--- config.mk ---
export PLATFORM = sky130hd
export DESIGN_NAME = mc_control_fsm
export DESIGN_NICKNAME = d
export VERILOG_FILES = /design/src/rtl/mc_control_fsm.sv
export SDC_FILE = /design/constraint.sdc
export NUM_CORES = 1
export LEC_CHECK = 0
export BUFFER_PORTS_ARGS = -buffer_cell sky130_fd_sc_hd__buf_2
export CORE_MARGIN = 5
export CORE_UTILIZATION = 43
export CTS_CLUSTER_SIZE = 24
export DETAILED_ROUTE_END_ITERATION = 6
export GPL_ROUTABILITY_DRIVEN = 0
export GPL_TIMING_DRIVEN = 0
export PLACE_DENSITY = 0.77
export SYNTH_ARGS = -nofsm -noshare
export SYNTH_HDL_FRONTEND = slang
export SYNTH_SLANG_ARGS = --single-unit
export TNS_END_PERCENT = 30
--- constraint.sdc ---
create_clock -name clk -period 1.8 [get_ports clk]
set_input_delay 0.36 -clock clk [delete_from_list [all_inputs] [get_ports clk]]
set_output_delay 0.36 -clock clk [all_outputs]
set_load 0.01 [all_outputs]
--- src/rtl/mc_control_fsm.sv ---
// Multicycle-datapath sequencing FSM: per-state mux selects and write enables,
// stalls in FETCH/MEMREAD/MEMWRITE until the shared memory signals mem_ready.
module mc_control_fsm #(
  parameter int NUM_STATES = 11
) (
  input  logic       clk,
  input  logic       reset,
  input  logic [1:0] Op,
  input  logic [5:0] Funct,
  input  logic [3:0] Rd,
  input  logic       CondEx,
  input  logic       mem_ready,
  output logic       mem_req,
  output logic       IRWrite,
  output logic       AdrSrc,
  output logic       ALUSrcA,
  output logic [1:0] ALUSrcB,
  output logic [1:0] ResultSrc,
  output logic       ALUOp,
  output logic       PCWrite,
  output logic       RegWrite,
  output logic       MemWrite,
  output logic       linkSelect,
  output logic       illegal,
  output logic       instr_done,
  output logic [3:0] state
);

  typedef enum logic [3:0] {
    S_FETCH    = 4'd0,
    S_DECODE   = 4'd1,
    S_MEMADR   = 4'd2,
    S_MEMREAD  = 4'd3,
    S_MEMWB    = 4'd4,
    S_MEMWRITE = 4'd5,
    S_EXECR    = 4'd6,
    S_EXECI    = 4'd7,
    S_ALUWB    = 4'd8,
    S_BRANCH   = 4'd9,
    S_ILLEGAL  = 4'd10
  } state_t;

  state_t state_q, state_d;

  logic       mem_req_c, irw_c, adr_c, srca_c, aluop_c, pcw_c, rw_c, mw_c;
  logic       lnk_c, ill_c, done_c;
  logic [1:0] srcb_c, res_c;
  logic       state_legal, out_en;
  logic       rd_is_pc;
  logic       unused_funct;

  assign rd_is_pc     = (Rd == 4'hF);
  assign unused_funct = ^Funct[2:1];

  always_ff @(posedge clk or negedge reset) begin
    if (!reset) begin
      state_q <= S_FETCH;
    end else begin
      state_q <= state_d;
    end
  end

  always_comb begin
    state_d   = state_q;
    mem_req_c = 1'b0;
    irw_c     = 1'b0;
    adr_c     = 1'b0;
    srca_c    = 1'b0;
    srcb_c    = 2'b00;
    res_c     = 2'b00;
    aluop_c   = 1'b0;
    pcw_c     = 1'b0;
    rw_c      = 1'b0;
    mw_c      = 1'b0;
    lnk_c     = 1'b0;
    ill_c     = 1'b0;
    done_c    = 1'b0;
    case (state_q)
      S_FETCH: begin
        mem_req_c = 1'b1;
        srca_c    = 1'b1;
        srcb_c    = 2'b10;
        res_c     = 2'b10;
        irw_c     = mem_ready;
        pcw_c     = mem_ready;
        if (mem_ready) state_d = S_DECODE;
      end
      S_DECODE: begin
        srca_c = 1'b1;
        srcb_c = 2'b10;
        res_c  = 2'b10;
        if (!CondEx) begin
          state_d = S_FETCH;
          done_c  = 1'b1;
        end else begin
          case (Op)
            2'b00:   state_d = Funct[5] ? S_EXECI : S_EXECR;
            2'b01:   state_d = S_MEMADR;
            2'b10:   state_d = S_BRANCH;
            default: state_d = S_ILLEGAL;
          endcase
        end
      end
      S_MEMADR: begin
        srcb_c  = 2'b01;
        state_d = Funct[0] ? S_MEMREAD : S_MEMWRITE;
      end
      S_MEMREAD: begin
        mem_req_c = 1'b1;
        adr_c     = 1'b1;
        if (mem_ready) state_d = S_MEMWB;
      end
      S_MEMWB: begin
        res_c   = 2'b01;
        rw_c    = 1'b1;
        pcw_c   = rd_is_pc;
        done_c  = 1'b1;
        state_d = S_FETCH;
      end
      S_MEMWRITE: begin
        // Strobe is held for the whole access; the memory samples it with mem_ready.
        mem_req_c = 1'b1;
        adr_c     = 1'b1;
        mw_c      = 1'b1;
        if (mem_ready) begin
          done_c  = 1'b1;
          state_d = S_FETCH;
        end
      end
      S_EXECR: begin
        aluop_c = 1'b1;
        state_d = S_ALUWB;
      end
      S_EXECI: begin
        srcb_c  = 2'b01;
        aluop_c = 1'b1;
        state_d = S_ALUWB;
      end
      S_ALUWB: begin
        aluop_c = 1'b1;
        rw_c    = (Funct[4:3] != 2'b10);
        pcw_c   = rw_c & rd_is_pc;
        done_c  = 1'b1;
        state_d = S_FETCH;
      end
      S_BRANCH: begin
        srcb_c  = 2'b01;
        res_c   = 2'b10;
        pcw_c   = 1'b1;
        lnk_c   = Funct[4];
        rw_c    = Funct[4];
        done_c  = 1'b1;
        state_d = S_FETCH;
      end
      S_ILLEGAL: begin
        ill_c   = 1'b1;
        done_c  = 1'b1;
        state_d = S_FETCH;
      end
      default: state_d = S_FETCH;
    endcase
  end

  // Reset gates the outputs combinationally so an in-flight write is cut at the reset edge.
  assign state_legal = ({28'd0, state_q} < 32'(NUM_STATES));
  assign out_en      = reset & state_legal;

  assign mem_req    = out_en & mem_req_c;
  assign IRWrite    = out_en & irw_c;
  assign AdrSrc     = out_en & adr_c;
  assign ALUSrcA    = out_en & srca_c;
  assign ALUSrcB    = out_en ? srcb_c : 2'b00;
  assign ResultSrc  = out_en ? res_c : 2'b00;
  assign ALUOp      = out_en & aluop_c;
  assign PCWrite    = out_en & pcw_c;
  assign RegWrite   = out_en & rw_c;
  assign MemWrite   = out_en & mw_c;
  assign linkSelect = out_en & lnk_c;
  assign illegal    = out_en & ill_c;
  assign instr_done = out_en & done_c;
  assign state      = out_en ? state_q : 4'd0;

endmodule

==> results.md, run 1 <==
- Max-cap viol count: 0
- Area grow syn2layout: 62.5%
- FF-to-FF setup slack: 110 ps
- Status: finished, violations left
- Total CTS buffers: 3
- Worst Setup EP: PCWrite
- DR DRC count: 0
- Critical Path AT: 1610 ps
- CTS clk-pin slew, worst paths: ~40 ps
- Worst Max-Slew Pin Slew: 485 ps
- Min Clock Period, post-route: just under 2000 ps
- WP data required: 1440 ps
- Share of layout cells above drive strength 1: 55.1%
- Setup ws final: -166 ps
- Critical Path Fanout Max: 4
- Vias in the first global route: 916
- Routed vias/inst: between 6 and 7
- Hold crit path type: in -> reg
- Dpl hpwl: 1600 um
- Synth unique cells: 42
- Port Buf Inserts: 31
- R2r endpoint: state_q[0]
- H-tree Lvls: 1
- Die height: approximately 49 um
- DRT Pass-1 Iters: 4
- DR WL/cell: roughly 17 um
- Slowest CP cell: or4_4
- Fill cell count: around 120
- Largest registers: state_q: 4 flops
- Clk root buf: clkbuf_4
- Worst-case clock buffer depth: 2
- Die W: 48.8 um
- CORE AREA: 1470 um^2
- Global-route wire length before repair: 4060 um
- Power per Cell Area: 1720 nW/um^2
- F_max: 509 MHz
- Mapped Cells: 94
- Worst-path cell chain: or4_4 -> a221oi_2 -> buf_2
- Area after DPL: 830 um^2
- Clock Skew: 2.37 ps
- EDFF count, synth: 0
- ANT nets after route: 0
- Post-synth ARST share: between 90% and 100%
- Biggest register: state_q
- Worst skew pair latency: about 230 ps
- 1st-iter DRT viols: 18
- Final period utilization: 109%
- Worst R2R Path Depth: 3
- RSZ-0062 raised after global routing: true
- Antenna Cells: 0
- Num rows: 14
- FF-to-FF Start: state_q[3]
- I/O pin count: 35
- Pre-CTS setup slack: -305 ps
- Violated checks: negative setup slack
- Die area: around 2400 um^2
- Crit path kind: reg -> out
- Worst stage delay on the critical path: between 500 and 600 ps
- Fin area: approximately 1100 um^2
- Syn_nets: 110
- Area of the multi-input gates: 556 um^2
- CP Launch Point: state_q[0]
- #FFs+latches synth: 4
- Final setup fails: 6
- Cell Area, Synth: between 600 and 700 um^2
- Initial antenna violation count: 0
- Register area: 105 um^2
- Total GRT Usage: between 20% and 30%
- Final Hold Vio Count: 0
- Critical Path Start Type: register
- Synthesized area per cell: 6.89 um^2
- Starting Density: 44.0%
- CTS tree: built
- Max_slew headroom: between 60% and 70%
- Ys flop type: dfrtp_1
- Warnings, synthesis: 0
- Vias: 926
- Clock Sink Count: 4
- WL final: 2630 um
- Congestion Overflow GR: 0
- Most frequent cells in the layout: 31 x buf_2, 9 x buf_4, 6 x nor2b_1
- Max reg flops: 4
- Largest net degree at the start of global routing: 11
- Crit. End Element: output port
- Commonest non-fill, non-tap cell in the layout: buf_2
- Leak pwr: 0.511 nW
- Sequential fraction of the synthesis area: 15.4%
- Worst IR drop on VDD: approximately 1 mV
- Final Net Count: about 160
- Worst Hold Depth: 3
- Max-slew violation count: 0
cell usage after synthesis, drive strengths merged, types with 2 or more instances:
| library cell | n | area, um^2 |
|---|---|---|
| nand2 | 6 | 22.5 |
| buf | 2 | 11.3 |
| inv | 5 | 18.8 |
| nor3 | 4 | 20.0 |
| nor2b | 7 | 43.8 |
| a21oi | 4 | 20.0 |
| xnor2 | 2 | 17.5 |
| a21boi | 2 | 15.0 |
| dfrtp | 4 | 100 |
| nor2 | 8 | 30.0 |
| a221oi | 2 | 23.8 |
| and3 | 3 | 18.8 |
| clkbuf | 8 | 30.0 |
| o21ai | 7 | 35.0 |
| nand4 | 2 | 12.5 |
| a21o | 2 | 15.0 |
| nand2b | 4 | 25.0 |
| nor3b | 2 | 15.0 |
final cells by class:
cell class / instances / area share [%]
multi-input combinational: 75 / 52.7
timing repair buffer: 42 / 23.9
sequential: 4 / 9.98
buffer: 9 / 7.60
clock buffer: 3 / 2.14
tap: 16 / 1.90
inverter: 5 / 1.78
critical path, delay by kind of cell (launching register included):
kind            cells  cell delay, ps
compound gates      1             240
buf+inv             1             160
flops               1             450
simple gates        1             520
where the power goes:
part / total, mW / switching, mW / internal (mW)
clock network: 0.109 / 0.0345 / 0.0744
logic: 1.48 / 0.760 / 0.717
registers: 0.223 / 0.0853 / 0.138
total: 1.81 / 0.879 / 0.929
through the flow:
| step | instances | power, mW | util (%) | hold slack (ps) | TNS, ps |
|---|---|---|---|---|---|
| after floorplan | 94 | 0.924 | - | 64.4 | 0 |
| after global placement | 141 | 1.20 | 56.4 | 190 | -1030 |
| after detailed placement | 141 | 1.23 | 56.4 | 193 | -1240 |
| after CTS | 153 | 1.61 | 68.1 | 416 | -718 |
| after global routing | 154 | 1.94 | 71.6 | 443 | -1360 |
| final | 154 | 1.81 | 71.6 | 428 | -662 |
logic make-up after synthesis:
kind of cell,Yosys count,share of synthesized area [%]
AO/OA/AOI/OAI,28,32.0
XOR/XNOR,2,2.70
buffers and inverters,15,9.27
flip-flops,4,15.4
AND/OR/NAND/NOR,45,40.5
per-layer routing:
| metal | up-vias | part of all wire, % | GRT usage (%) |
|---|---|---|---|
| li1 | 435 | - | - |
| met1 | 439 | 39 | 21.8 |
| met2 | 46 | 51 | 36.7 |
| met3 | 6 | 8.0 | 5.81 |
| met4 | 0 | 1.4 | 13.0 |
| met5 | - | 0 | 0 |
worst min path at each step:
stage / from / endpoint / slack (ps)
finish: CondEx / state_q[3] / 430
global route: Op[1] / state_q[3] / 440
CTS: Op[1] / state_q[3] / 420
detailed placement: reset / state_q[0] / 190
global placement: reset / state_q[2] / 190
floorplan: reset / state_q[0] / 60
timing repair:
action                                  in CTS  in global routing
hold endpoints to repair                     4                  0
gates resized for setup                     25                 18
setup buffers                                9                  1
pin swaps                                    7                  2
cloned                                       0                  0
endpoints found under the setup margin      18                 16
hold buffers                                 1                  0
(Power assumes the default switching activity.)
==> run 2: changes to the inputs <==
--- a/config.mk
+++ b/config.mk
@@ -12,7 +12,8 @@
 export DETAILED_ROUTE_END_ITERATION = 6
 export GPL_ROUTABILITY_DRIVEN = 0
 export GPL_TIMING_DRIVEN = 0
-export PLACE_DENSITY = 0.77
+export PLACE_DENSITY_LB_ADDON = 0.25
+export SETUP_SLACK_MARGIN = 0.4
 export SYNTH_ARGS = -nofsm -noshare
 export SYNTH_HDL_FRONTEND = slang
 export SYNTH_SLANG_ARGS = --single-unit
==> results.md, run 2 (synthesized netlist as in run 1, its figures left out) <==
- Port Buf Inserts: 31 (unchanged)
- Starting Density: 44.0% (unchanged)
- Total GRT Usage: 20.9% (-0.15 points)
- Worst-path cell chain: nor2_4 -> or4_4 -> a221oi_4 -> buf_2
- F_max: 494 MHz (-2.8%)
- Final Hold Vio Count: 0 (unchanged)
- Setup ws final: -223 ps (-57.3 ps)
- Dpl hpwl: 1570 um (-2.0%)
- DR DRC count: 0 (unchanged)
- Worst R2R Path Depth: 4 (+1)
- Max-cap viol count: 0 (unchanged)
- Family with the most delay on the worst path: simple AND/OR/NAND/NOR gates
- DRT Pass-1 Iters: 4 (unchanged)
- Worst Hold Depth: 3 (unchanged)
- Min Clock Period, post-route: 2020 ps (+57.3 ps)
- WL final: 2550 um (-3.0%)
- Leak pwr: 0.550 nW (+7.6%)
- Die W: 48.8 um (unchanged)
- FF-to-FF setup slack: -20 ps (-130 ps)
- Num rows: 14 (unchanged)
- Largest net degree at the start of global routing: 11 (unchanged)
- Total CTS buffers: 3 (unchanged)
- Die area: 2380 um^2 (unchanged)
- Critical Path AT: 1660 ps (+50 ps)
- Global-route wire length before repair: 4040 um (-0.52%)
- Vias in the first global route: 869 (-5.1%)
- Clock Sink Count: 4 (unchanged)
- Crit path kind: reg -> out
- Final Net Count: 159 (+1.9%)
- FF-to-FF Start: state_q[3]
- Tot Pwr: 1.89 mW (+4.6%)
- Max reg flops: 4 (unchanged)
- Share of layout cells above drive strength 1: 56.0% (+0.96 points)
- 1st-iter DRT viols: 41 (+23)
- Worst Path Buf+Inv: 1 (unchanged)
- Area grow syn2layout: 73.0%
- Initial antenna violation count: 0 (unchanged)
- Clk root buf: clkbuf_4
- WP data required: 1440 ps (about the same)
- Antenna Cells: 0 (unchanged)
- Post-route insts no fill: 157 (+1.9%)
- Setup TNS: -1570 ps (-912 ps)
- Most frequent cells in the layout: 30 x buf_2, 12 x buf_4, 7 x nor2b_1
- Violated checks: negative setup slack
- R2r endpoint: state_q[0]
- Final period utilization: 112% (+3.2 points)
- Final setup fails: 14 (+8)
- Min-delay src: Op[1]
- Worst Max-Slew Pin Slew: 381 ps (-104 ps)
- Congestion Overflow GR: 0 (unchanged)
- Max_slew headroom: 74.6% (+6.9 points)
- DR WL/cell: 16.2 um (-4.9%)
- Largest registers: state_q: 4 flops
- RSZ-0062 raised after global routing: true
- Die height: 48.8 um (unchanged)
- Worst skew pair latency: 230 ps (about the same)
- Slowest CP cell: or4_4
- Hold crit path type: in -> reg
- Critical Path Start Type: register
- Power per Cell Area: 1690 nW/um^2 (-1.7%)
- Vias: 931 (+0.54%)
- Crit. End Element: output port
- Commonest non-fill, non-tap cell in the layout: buf_2
- Biggest register: state_q
- Finished Core Util: 76.2% (+4.6 points)
- Worst IR drop on VDD: 0.971 mV (-5.8%)
- CTS clk-pin slew, worst paths: 30 ps (about the same)
- ANT nets after route: 0 (unchanged)
- Hold Slack: 434 ps (+5.70 ps)
- Sink of the worst hold path: state_q[3]
- Routed vias/inst: 5.93 (-1.4%)
- Clock Skew: 5.35 ps (+2.98 ps)
- CORE AREA: 1470 um^2 (unchanged)
- I/O pin count: 35 (unchanged)
- H-tree Lvls: 1 (unchanged)
- Critical Path Fanout Max: 7 (+3)
- Worst stage delay on the critical path: 490 ps (-30 ps)
- Dpl cells: 141 (unchanged)
- CTS tree: built
- Worst-case clock buffer depth: 2 (unchanged)
- Max-slew violation count: 0 (unchanged)
- Status: finished, violations left
==> run 2: changes by cell type in the layout (fill, tap and decap cells not counted), moves of 2 or more <==
cell      previous run  this run
clkbuf_8             0         3
buf_4                9        12
dfrtp_1              0         3
dfrtp_2              4         1
buf_6                5         3
nor3_2               0         3
nor3_1               4         1
==> run 2: per-layer routing <==
layer / routed length (um) / GRT usage, % / share of wire (%)
met4: 6 / 2.69 / 0.24
met3: 267 / 8.87 / 10
met1: 1080 / 26.8 / 42
met5: 0 / 0 / 0
met2: 1190 / 33.3 / 47
==> run 2: how the worst max path moves through the flow <==
stage / from / to / cells past startpoint
after global placement: state_q[2] / PCWrite / 6
after CTS: state_q[3] / PCWrite / 4
after detailed placement: state_q[2] / PCWrite / 6
final: state_q[3] / PCWrite / 4
after global routing: state_q[3] / PCWrite / 4
after floorplan: Rd[2] / PCWrite / 3
==> run 2: final cells by class <==
class,count,area [um^2]
inverter,5,18.8
timing repair buffer,44,273
clock buffer,3,22.5
tap,16,20.0
buffer,10,106
fill,111,350
multi-input combinational,75,579
sequential,4,101
==> run 2: repair_timing <==
| action | CTS | global route |
|---|---|---|
| hold buffers | 1 | 0 |
| endpoints found under the hold margin | 4 | 0 |
| resized for setup | 22 | 5 |
| setup buffers | 8 | 4 |
| setup endpoints to repair | 21 | 21 |
| pin swaps | 6 | 4 |
==> run 2: worst reg2reg max path, cell delays in order (launching register included) <==
cell      delay (ps)
dfrtp_2          460
buf_4            160
or4b_4           520
o32a_1           310
a221oi_2         270
==> run 2: through the flow <==
| stage | instance area, um^2 | worst slack (ps) |
|---|---|---|
| detailed placement | 896 | -166 |
| global route | 1120 | -289 |
| finish | 1120 | -223 |
| floorplan | 721 | 135 |
| CTS | 1080 | -236 |
| global placement | 896 | -147 |
==> run 2: power by group <==
part	leakage [nW]	switching, mW	total (mW)	internal [mW]
Clock	0.0138	0.0335	0.108	0.0743
Sequential	0.0509	0.0559	0.187	0.131
Combinational	0.485	0.816	1.60	0.781
==> run 3: changes to the inputs <==
--- a/config.mk
+++ b/config.mk
@@ -12,7 +12,7 @@
 export DETAILED_ROUTE_END_ITERATION = 6
 export GPL_ROUTABILITY_DRIVEN = 0
 export GPL_TIMING_DRIVEN = 0
-export PLACE_DENSITY_LB_ADDON = 0.25
+export PLACE_DENSITY = 0.8
 export SETUP_SLACK_MARGIN = 0.4
 export SYNTH_ARGS = -nofsm -noshare
 export SYNTH_HDL_FRONTEND = slang
==> results.md, run 3 (synthesized netlist as in run 1, its figures left out) <==
- Status: finished, violations left
- Violated checks: negative setup slack
- Congestion Overflow GR: 0 (unchanged)
- Final setup fails: 15 (+1)
- Worst skew pair latency: 250 ps (+20 ps)
- Sink of the worst hold path: state_q[3]
- Fin area: 1180 um^2 (+4.9%)
- DR WL/cell: 19.1 um (+17%)
- Clock Sink Count: 4 (unchanged)
- CTS clk-pin slew, worst paths: 50 ps (+20 ps)
- Largest net degree at the start of global routing: 11 (unchanged)
- Vias in the first global route: 977 (+12%)
- Critical Path Start Type: register
- Final period utilization: 114% (+1.3 points)
- Routed vias/inst: 6.26 (+5.6%)
- Critical Path AT: 1690 ps (+30 ps)
- CTS tree: built
- Area grow syn2layout: 81.5%
- Vias: 996 (+7.0%)
- Global-route wire length before repair: 4890 um (+21%)
- DRT Pass-1 Iters: 4 (unchanged)
- DR DRC count: 0 (unchanged)
- Post-route insts no fill: 159 (+1.3%)
- Num rows: 14 (unchanged)
- Antenna Cells: 0 (unchanged)
- Min-delay src: Op[1]
- RSZ-0062 raised after global routing: true
- Final Net Count: 161 (+1.3%)
- Sw frac: 49.2% (+1.4 points)
- ANT nets after route: 0 (unchanged)
- Area after DPL: 896 um^2 (unchanged)
- Share of layout cells above drive strength 1: 58.7% (+2.7 points)
- Most frequent cells in the layout: 32 x buf_2, 8 x buf_4, 7 x buf_6
- Clk root buf: clkbuf_4
- Starting Density: 44.0% (unchanged)
- Max-slew violation count: 0 (unchanged)
- Crit. End Element: output port
- Total GRT Usage: 25.3% (+4.4 points)
- Hold Slack: 413 ps (-20.5 ps)
- R2r endpoint: state_q[2]
- Worst-case clock buffer depth: 2 (unchanged)
- Initial antenna violation count: 0 (unchanged)
- FF-to-FF setup slack: -20 ps (about the same)
- Power per Cell Area: 1790 nW/um^2 (+6.0%)
- WL final: 3030 um (+19%)
- Port Buf Inserts: 31 (unchanged)
- Die W: 48.8 um (unchanged)
- Max_slew headroom: 73.3% (-1.3 points)
- Dpl cells: 141 (unchanged)
- Max reg flops: 4 (unchanged)
- Leak pwr: 0.563 nW (+2.5%)
- Worst Hold Depth: 3 (unchanged)
- I/O pin count: 35 (unchanged)
- Crit path kind: reg -> out
- F_max: 489 MHz (-1.1%)
- Min Clock Period, post-route: 2050 ps (+22.8 ps)
- Setup TNS: -1790 ps (-211 ps)
- Biggest register: state_q
- Worst Max-Slew Pin Slew: 401 ps (+19.8 ps)
- Dpl hpwl: 1610 um (+2.1%)
- Sequential share of power: 9.1% (-0.8 points)
- FF-to-FF Start: state_q[2]
- Logic gate share of total power: 85.1% (+0.7 points)
- Hold crit path type: in -> reg
- WP data required: 1440 ps (about the same)
- Setup ws final: -246 ps (-22.8 ps)
- Clock network fraction of design power: 5.8% (about the same)
- H-tree Lvls: 1 (unchanged)
- Critical Path Fanout Max: 5 (-2)
- CORE AREA: 1470 um^2 (unchanged)
- Max-cap viol count: 0 (unchanged)
- Clock Skew: 9.84 ps (+4.49 ps)
- Die area: 2380 um^2 (unchanged)
- Die height: 48.8 um (unchanged)
- Total CTS buffers: 3 (unchanged)
- Worst R2R Path Depth: 6 (+2)
- Psw: 1.04 mW (+14%)
- 1st-iter DRT viols: 61 (+49%)
- Worst IR drop on VDD: 1.22 mV (+25%)
- Internal power: 1.07 mW (+8.2%)
- Largest registers: state_q: 4 flops
- Final Hold Vio Count: 0 (unchanged)
- Commonest non-fill, non-tap cell in the layout: buf_2
- Fill cell count: 97 (-13%)
[run 3: worst max-delay path by stage]
stage / from / to / slack, ps / cells past startpoint
6_report: state_q[3] / PCWrite / -250 / 4
3_5_place_dp: state_q[2] / PCWrite / -180 / 6
3_3_place_gp: state_q[2] / PCWrite / -160 / 6
5_1_grt: state_q[3] / PCWrite / -300 / 4
2_1_floorplan: Rd[2] / PCWrite / 140 / 3
4_1_cts: state_q[3] / PCWrite / -220 / 4
[run 3: layout make-up]
class	instances	area (um^2)	share of cell area, %
clock buffer	3	22.5	1.91
tap	16	20.0	1.70
inverter	5	23.8	2.02
sequential	4	103	8.72
buffer	10	109	9.26
timing repair buffer	46	300	25.5
multi-input combinational	75	598	50.9
[run 3: per-layer routing]
layer  GRT usage (%)  vias to the layer above  share of wire (%)  wire length [um]
li1                -                      444                  -                 -
met1            31.9                      465                 38              1150
met2            42.4                       73                 49              1480
met3            3.67                       14                 10               316
met4            10.3                        0                2.8                85
met5               0                        -                  0                 0
[run 3: metrics by stage]
stage	utilization, %	total power, mW	setup slack [ps]
after floorplan	-	1.04	135
after global placement	60.9	1.31	-156
after detailed placement	60.9	1.33	-184
after CTS	76.6	1.86	-220
after global routing	79.9	2.22	-304
final	79.9	2.10	-246
[run 3: worst max-delay path: stages, from the launching register on]
cell	delay, ps
dfrtp_2	430
nor2_4	70
or4_4	490
a221oi_4	270
buf_2	170
[run 3: power by group through the flow]
stage               registers, mW  logic, mW  clock network [mW]
floorplan                   0.161      0.874                   0
global route                0.196       1.89               0.136
global placement            0.172       1.14                   0
finish                      0.191       1.79               0.122
detailed placement          0.171       1.16                   0
CTS                         0.178       1.56               0.120
[run 3: what timing repair did]
action,4_1_cts,5_1_grt
gates resized for setup,27,12
endpoints found under the setup margin,21,21
setup buffers,12,2
hold endpoints to repair,4,0
pin swaps,10,4
hold buffers,1,0
